$ cat src/rtl/ped_button_requester_if.sv
// ped_button_requester_if: pedestrian button front end <-> traffic controller signal bundle
interface ped_button_requester_if;
    logic button_raw;
    logic ack;
    logic button_pressed;
    logic wait_led;

    // Driver side: the push-button and the controller's grant, observing the request outputs
    modport master (
        output button_raw,
        output ack,
        input  button_pressed,
        input  wait_led
    );

    // Requester side
    modport slave (
        input  button_raw,
        input  ack,
        output button_pressed,
        output wait_led
    );
endinterface

$ cat src/rtl/ped_button_requester.sv
// ped_button_requester: synchronise/debounce the pedestrian button, hold a request until ack, drive WAIT LED, enforce re-arm lockout.
// Optional build macro PED_WAIT_BLINK_EN: blink the WAIT LED while pending instead of lighting it steadily.
module ped_button_requester #(
    parameter int DEBOUNCE_CYCLES   = 50000,
    parameter int REARM_CYCLES      = 1000,
    parameter int BLINK_HALF_CYCLES = 25000
) (
    input logic                  clk,
    input logic                  rst,
    ped_button_requester_if.slave bus
);
    localparam int DB_W = $clog2(DEBOUNCE_CYCLES + 1);
    localparam int RA_W = $clog2(REARM_CYCLES + 1);

    typedef enum logic [1:0] {
        IDLE,
        PENDING,
        LOCKOUT
    } state_t;

    // Reject parameter values that would make a counter compare against a negative limit
    if (DEBOUNCE_CYCLES < 1) begin : g_chk_db
        $error("DEBOUNCE_CYCLES must be >= 1");
    end
    if (REARM_CYCLES < 1) begin : g_chk_ra
        $error("REARM_CYCLES must be >= 1");
    end
    if (BLINK_HALF_CYCLES < 1) begin : g_chk_bl
        $error("BLINK_HALF_CYCLES must be >= 1");
    end

    logic            sync1_q;
    logic            sync2_q;
    logic [DB_W-1:0] db_cnt_q;
    logic [DB_W-1:0] db_cnt_d;
    logic            btn_db_q;
    logic            btn_db_d;
    logic            db_prev_q;
    logic            press;
    state_t          state_q;
    state_t          state_d;
    logic [RA_W-1:0] rearm_cnt_q;
    logic [RA_W-1:0] rearm_cnt_d;
    logic            button_pressed_q;
    logic            button_pressed_d;
    logic            wait_led_q;
    logic            wait_led_d;

    // Debounce: count cycles the synchronised button disagrees with the debounced level; flip once the count fills
    always_comb begin
        db_cnt_d = '0;
        btn_db_d = btn_db_q;
        if (sync2_q != btn_db_q) begin
            if (db_cnt_q == DB_W'(DEBOUNCE_CYCLES - 1)) btn_db_d = ~btn_db_q;
            else db_cnt_d = db_cnt_q + DB_W'(1);
        end
    end

    // A press is the cycle in which the debounced level has just risen
    assign press = btn_db_q & ~db_prev_q;

    // Request FSM: IDLE waits for a press, PENDING holds the request until ack, LOCKOUT ignores the button for REARM_CYCLES
    always_comb begin
        state_d     = state_q;
        rearm_cnt_d = '0;
        case (state_q)
            IDLE:    state_d = press ? PENDING : IDLE;
            PENDING: state_d = bus.ack ? LOCKOUT : PENDING;
            LOCKOUT: begin
                if (rearm_cnt_q == RA_W'(REARM_CYCLES - 1)) state_d = IDLE;
                else rearm_cnt_d = rearm_cnt_q + RA_W'(1);
            end
            default: state_d = IDLE;
        endcase
        button_pressed_d = (state_d == PENDING);
    end

`ifdef PED_WAIT_BLINK_EN
    localparam int BL_W = $clog2(BLINK_HALF_CYCLES + 1);

    logic [BL_W-1:0] blink_cnt_q;
    logic [BL_W-1:0] blink_cnt_d;

    // WAIT LED lights on entry to PENDING, then toggles every BLINK_HALF_CYCLES; dark and counter cleared elsewhere
    always_comb begin
        blink_cnt_d = '0;
        wait_led_d  = 1'b0;
        if (state_d == PENDING) begin
            if (state_q != PENDING) wait_led_d = 1'b1;
            else if (blink_cnt_q == BL_W'(BLINK_HALF_CYCLES - 1)) wait_led_d = ~wait_led_q;
            else begin
                wait_led_d  = wait_led_q;
                blink_cnt_d = blink_cnt_q + BL_W'(1);
            end
        end
    end

    // Blink phase counter
    always_ff @(posedge clk or posedge rst) begin
        if (rst) blink_cnt_q <= '0;
        else blink_cnt_q <= blink_cnt_d;
    end
`else
    // WAIT LED lit steadily for as long as the request is pending
    always_comb begin
        wait_led_d = (state_d == PENDING);
    end
`endif

    // State registers; reset drops any pending request and restarts debouncing from a released button
    always_ff @(posedge clk or posedge rst) begin
        if (rst) begin
            sync1_q          <= 1'b0;
            sync2_q          <= 1'b0;
            db_cnt_q         <= '0;
            btn_db_q         <= 1'b0;
            db_prev_q        <= 1'b0;
            state_q          <= IDLE;
            rearm_cnt_q      <= '0;
            button_pressed_q <= 1'b0;
            wait_led_q       <= 1'b0;
        end else begin
            sync1_q          <= bus.button_raw;
            sync2_q          <= sync1_q;
            db_cnt_q         <= db_cnt_d;
            btn_db_q         <= btn_db_d;
            db_prev_q        <= btn_db_q;
            state_q          <= state_d;
            rearm_cnt_q      <= rearm_cnt_d;
            button_pressed_q <= button_pressed_d;
            wait_led_q       <= wait_led_d;
        end
    end

    assign bus.button_pressed = button_pressed_q;
    assign bus.wait_led       = wait_led_q;
endmodule

$ cat src/flat_wrapper.sv
// flat-port wrapper written by rule: the top's interface ports become plain ports
module ped_button_requester_flat 
#(
    parameter int DEBOUNCE_CYCLES   = 50000,
    parameter int REARM_CYCLES      = 1000,
    parameter int BLINK_HALF_CYCLES = 25000
)
  (clk, rst, bus_button_raw, bus_ack, bus_button_pressed, bus_wait_led);
  ped_button_requester_if bus_i ();
  input logic clk;
  input logic rst;
  input wire logic [$bits(bus_i.button_raw)-1:0] bus_button_raw;
  input wire logic [$bits(bus_i.ack)-1:0] bus_ack;
  output wire logic [$bits(bus_i.button_pressed)-1:0] bus_button_pressed;
  output wire logic [$bits(bus_i.wait_led)-1:0] bus_wait_led;
  assign bus_i.button_raw = bus_button_raw;
  assign bus_i.ack = bus_ack;
  assign bus_button_pressed = bus_i.button_pressed;
  assign bus_wait_led = bus_i.wait_led;
  ped_button_requester #(.DEBOUNCE_CYCLES(DEBOUNCE_CYCLES), .REARM_CYCLES(REARM_CYCLES), .BLINK_HALF_CYCLES(BLINK_HALF_CYCLES)) u_core (.clk(clk), .rst(rst), .bus(bus_i));
endmodule
$ cat config.mk
export PLATFORM = sky130hd
export DESIGN_NAME = ped_button_requester_flat
export DESIGN_NICKNAME = d
export VERILOG_FILES = /design/src/rtl/ped_button_requester_if.sv /design/src/rtl/ped_button_requester.sv /design/src/flat_wrapper.sv
export SDC_FILE = /design/constraint.sdc
export NUM_CORES = 1
export LEC_CHECK = 0
export ABC_AREA = 1
export CORE_ASPECT_RATIO = 1.75
export CORE_UTILIZATION = 45
export DETAILED_ROUTE_END_ITERATION = 8
export DONT_BUFFER_PORTS = 1
export PLACE_DENSITY = 0.67
export SETUP_SLACK_MARGIN = 0.1
export SLEW_MARGIN = 20
export SYNTH_ARGS = -nofsm -noshare
export SYNTH_HDL_FRONTEND = slang
export SYNTH_SLANG_ARGS = --single-unit
export TNS_END_PERCENT = 1
$ cat constraint.sdc
create_clock -name clk -period 3.3 [get_ports clk]
set_input_delay 0.66 -clock clk [delete_from_list [all_inputs] [get_ports clk]]
set_output_delay 0.66 -clock clk [all_outputs]
set_load 0.05 [all_outputs]
==> results of run 1 <==
-- path summary, 6_finish.rpt --
path / depth (start not counted) / startpoint / slack (ns) / to
max: 0 / u_core.bus.button_pressed / 1.44 / bus_button_pressed
min: 2 / rst / 0.34 / u_core.state_q[1]
max reg2reg: 6 / u_core.rearm_cnt_q[0] / 1.82 / u_core.state_q[1]
min reg2reg: 0 / u_core.sync1_q / 0.35 / u_core.sync2_q
max in group asynchronous: 2 / rst / 2.66 / u_core.db_cnt_q[9]
min in group clk: 0 / u_core.sync1_q / 0.35 / u_core.sync2_q
-- synthesized netlist by cell type, drive strengths merged --
library cell  number  area, um^2
a31oi              1        6.26
buf                1        7.51
nor2              56         255
nand3             14        97.6
xor2               7        61.3
nor3b              2        15.0
xnor2              3        33.8
o21ai              3        18.8
nor3               5        41.3
a21oi              4        20.0
inv               28         105
o21bai             2        26.3
nand4              3        18.8
ha                 2        25.0
dfrtp             33         826
nand2             43         176
-- metrics by stage --
step	instance area [um^2]	setup WS [ns]	instances	total power, mW
floorplan	1730	1.75	207	0.436
global placement	1790	1.75	253	0.443
detailed placement	1790	1.75	253	0.443
CTS	1880	1.43	261	0.744
global route	1880	1.40	261	0.761
finish	1880	1.44	261	0.727
-- cells by family after synthesis --
kind of cell,share of synthesized area
and+or+nand+nor,0.348
buffers and inverters,0.0649
AOI/OAI and AO/OA,0.0411
DFF,0.476
adders and majority gates,0.0144
xor gates and xnor gates,0.0548
-- worst register-to-register path: stages (launching register included) --
cell and delay, ns:
dfrtp_1 0.40, ha_1 0.18, nand2_1 0.09, nor2_1 0.17
nand3_1 0.15, nand2_1 0.22, o21ai_0 0.14
-- final cells by class --
| type | count | share of cell area |
|---|---|---|
| multi-input combinational | 145 | 0.424 |
| inverter | 28 | 0.0560 |
| tap | 46 | 0.0306 |
| clock inverter | 3 | 0.00933 |
| timing repair buffer | 1 | 0.00400 |
| sequential | 33 | 0.440 |
| clock buffer | 5 | 0.0366 |
-- layer usage --
metal  up-vias  part of all wire
li1        652                 -
met3         8             0.018
met2        10              0.55
met1       584              0.40
met5         -                 0
met4         0             0.032
-- registers in the layout, indices dropped and copies added (netlist names) --
signal,cells
u_core.db_cnt_q,16
u_core.rearm_cnt_q,10
u_core.state_q,2
u_core.btn_db_q,1
u_core.bus.button_pressed,1
u_core.db_prev_q,1
u_core.sync1_q,1
u_core.sync2_q,1
-- power by group --
group | internal, mW | total [mW] | switching, mW
clock | 0.145 | 0.293 | 0.148
combinational | 0.00654 | 0.0226 | 0.0160
sequential | 0.409 | 0.412 | 0.00297
==> flow_summary.ini, run 1 <==
[synthesis]
yosys.cell_types.count = 27
yosysSeqAreaShare = 0.476
synth.net_count = 213
synthCells = 207
syn-mean-instance-area_um2 = 8.38
ys_ff_latch = 33
yosys_warnings = 0
synth_area_mm2 = 0.00173

[global_route]
grtUsageMet2 = 0.322
met1_usage = 0.175
track_usage = 0.178
antenna_found_initial = 0
met3_usage = 0.0419
grt_pass1_vias = 1262
grt_max_degree = 34
top_usage_layer = met2
grt.overflow.total = 0
grt_pass1_wl_um = 5410

[layout]
final_nets = 220
syn_to_final_growth_pct = 8.30
final_util = 0.512
drive_gt1_frac = 0.149
final_common_cell = nor2_1
antenna_cells = 0
final_cell_mix = nor2_1, nand2_1, dfrtp_1, inv_1, nand3_1
multi_input_area_um2 = 796
seqCellArea_um2 = 826
fill_cells = 365

[timing]
report.final.hold_viol_count = 0
setup_viol = 0
rsz0062_at_grt = no
setup_tns_ns = 0
worst_slew_pin_slew_ns = 0.863
min_period_over_period = 0.564
relSlewSlack = 0.425
final-max-slew-violation-count = 0
max_clock_freq_mhz = 538
whs_ns = 0.341
finClkSkew_ns = 0.00458
period_needed_ns = 1.86

[pwr]
p_leak_nw = 0.828
ir_drop_v = 0.000338
power.density_mw_per_mm2 = 387

[drt]
drt_iter0_drc = 31
firstDrtPassIters = 2
routed_via_density = 4.80
ant_nets = 0
vias = 1254
drt_wl_total_um = 3120
wl_per_cell_um = 11.9
drc = 0

[worst_setup_path]
crit_type = flop to output port
critical_path_arrival_ns = 1.20
start_kind = flop
crit_path_end_kind = output port
cp_max_fo = 2
required_ns = 2.64

[clocking]
htreeDepth = 2
cts_tree = yes
cts_repair_resize_count = 0
cts_buffer_depth = 2
cts_buffers = 5
clkTransAtPathRegs_ns = 0.07
cts_setup_buffers = 0
clock_latency_ns = 0.29
ctsHoldBuffers = 0
cts-root-buf = clkbuf_8
cts.sinks = 33

[die]
fp.coreArea_mm2 = 0.00366
die_area_mm2 = 0.00412
pin_count = 6
fp-row-count = 29
start_util = 0.473
dieWidth_um = 48.9
fp.dieH_um = 84.1

[place]
dp_hpwl_um = 2310
gp_congestion = 0.892
portBuffers = 0

[hold_path]
hp-class = input pin to async pin

[run_status]
outcome = finished, final reports clean

[job]
maxCapViolCount = 0
(Power assumes the default switching activity.)
==> run 2: changes to the inputs <==
==> constraint.sdc (replaced) <==
create_clock -name clk -period 1.9 [get_ports clk]
set_input_delay 0.38 -clock clk [delete_from_list [all_inputs] [get_ports clk]]
set_output_delay 0.38 -clock clk [all_outputs]
set_load 0.05 [all_outputs]
==> run 2 against run 1 <==
Compared with the run above: hold slack lost 0.27 ns; utilization grew 0.41 points; sequential cell count is the same; global-route usage grew 0.55 points; sequential power grew 74%; non-clock buffer count grew 2; setup slack lost 0.97 ns; clock power grew 74%; highest routed layer unchanged.
==> flow_summary.ini, run 2 (same netlist as run 1, synthesis figures left out) <==
[global_route]
track_usage = 0.184
top_usage_layer = met2
grt_pass1_wl_um = 5720
met3_usage = 0.0437
grt.overflow.total = 0
grt_pass1_vias = 1322
grt_max_degree = 34
met1_usage = 0.180
grtUsageMet2 = 0.342
antenna_found_initial = 0

[clocking]
cts_tree = yes
cts-root-buf = clkbuf_8
htreeDepth = 2
clock_latency_ns = 0.28
cts_buffer_depth = 2
ctsHoldBuffers = 0
cts_buffers = 5
cts_repair_resize_count = 0
cts_setup_buffers = 0
cts.sinks = 33
clkTransAtPathRegs_ns = 0.07

[timing]
setup_viol = 0
worst_slew_pin_slew_ns = 0.407
final-max-slew-violation-count = 0
report.final.hold_viol_count = 0
period_needed_ns = 1.43
finClkSkew_ns = 0.00771
setup_tns_ns = 0
whs_ns = 0.0675
setup_ws_ns = 0.474
max_clock_freq_mhz = 701
relSlewSlack = 0.729
min_period_over_period = 0.751
rsz0062_at_grt = no

[pwr]
finalPower_mw = 1.27
p_seq_frac = 0.565
ir_drop_v = 0.000495
swShare = 0.230
clockPowerShare = 0.403
cell_internal_pwr_mw = 0.974
combPwrFrac = 0.032
switching_power_mw = 0.291
p_leak_nw = 0.838
power.density_mw_per_mm2 = 668

[drt]
ant_nets = 0
routed_via_density = 4.91
drc = 0
drt_wl_total_um = 3190
firstDrtPassIters = 5
vias = 1291
drt_iter0_drc = 25
wl_per_cell_um = 12.1

[die]
pin_count = 6
fp.coreArea_mm2 = 0.00366
fp.dieH_um = 84.1
dieWidth_um = 48.9
die_area_mm2 = 0.00412
start_util = 0.473
fp-row-count = 29

[place]
dp_slack_ns = 0.484
portBuffers = 0
dp_hpwl_um = 2450
gp_congestion = 0.872

[worst_setup_path]
reg2reg_depth = 6
rr_endpoint = u_core.state_q[1]
required_ns = 2.05
critPathMaxStageDelay_ns = 0.39
worstPathCellList = ha_1 > nand2_1 > nor2_1 > nand3_1 > nand2_1 > o21ai_0
r2r_setup_slack_ns = 0.47
reg2reg_from = u_core.rearm_cnt_q[0]
crit_path_end_kind = flop
path_buf_inv = 0
critical_path_arrival_ns = 1.58
cp_max_fo = 7
slowest_stage = dfrtp_1
crit_type = flop to flop
crit_family = simple AND/OR/NAND/NOR gates
start_kind = flop
cpMostUsedCell = nand2_1

[layout]
largestRegisters = u_core.db_cnt_q: 16 flops, u_core.rearm_cnt_q: 10 flops, u_core.state_q: 2 flops
syn_to_final_growth_pct = 9.16
drive_gt1_frac = 0.157
final_nets = 222
final_common_cell = nor2_1
final_cell_mix = nor2_1, nand2_1, dfrtp_1, inv_1, nand3_1
largest_register_ffs = 16
regMostFlops = u_core.db_cnt_q
antenna_cells = 0
fill_cells = 362

[hold_path]
hp-class = input pin to async pin

[run_status]
outcome = finished, final reports clean

[job]
maxCapViolCount = 0
-- run 2: changes by cell type in the layout (fill, tap and decap cells not counted), sizes merged --
cell | before | now
buf | 1 | 3
-- run 2: cell type report --
cell class,instances,area [um^2],share of cell area
clock buffers,5,68.8,0.0364
well taps,46,57.6,0.0304
multi-input cells,145,796,0.420
inverters,28,105,0.0555
repair buffers,3,22.5,0.0119
flip-flops and latches,33,826,0.436
clock inverters,3,17.5,0.00925
-- run 2: routing by layer --
layer | routed length (um) | part of all wire | vias up
met5 | 0 | 0 | -
met4 | 128 | 0.040 | 0
met2 | 1780 | 0.56 | 14
li1 | - | - | 652
met3 | 67 | 0.021 | 13
met1 | 1210 | 0.38 | 612
-- run 2: worst max path at each step --
stage / from / end / slack [ns] / cells past startpoint
2_1_floorplan: u_core.bus.button_pressed / bus_wait_led / 0.63 / 1
3_3_place_gp: u_core.db_cnt_q[0] / u_core.db_cnt_q[8] / 0.51 / 6
3_5_place_dp: u_core.rearm_cnt_q[0] / u_core.state_q[1] / 0.48 / 6
4_1_cts: u_core.db_cnt_q[0] / u_core.db_cnt_q[8] / 0.47 / 6
5_1_grt: u_core.rearm_cnt_q[0] / u_core.state_q[1] / 0.30 / 6
6_report: u_core.rearm_cnt_q[0] / u_core.state_q[1] / 0.47 / 6
-- run 2: through the flow --
| step | utilization | instances | instance area (um^2) |
|---|---|---|---|
| after floorplan | - | 207 | 1730 |
| after global placement | 0.493 | 255 | 1810 |
| after detailed placement | 0.493 | 255 | 1810 |
| after CTS | 0.517 | 263 | 1890 |
| after global routing | 0.517 | 263 | 1890 |
| final | 0.517 | 263 | 1890 |
-- run 2: power by group through the flow --
stage	clock network, mW	logic [mW]	registers [mW]
floorplan	0	0.0309	0.727
global placement	0	0.0428	0.728
detailed placement	0	0.0428	0.728
CTS	0.530	0.0428	0.715
global route	0.555	0.0481	0.715
finish	0.510	0.0408	0.715
-- run 2: worst register-to-register path, delay by kind of cell, from the launching register on --
| family | cells | cell delay [ns] |
|---|---|---|
| adder cells (fa/ha/maj) | 1 | 0.18 |
| flip-flops | 1 | 0.39 |
| AO/OA/AOI/OAI | 1 | 0.12 |
| AND/OR/NAND/NOR | 4 | 0.60 |
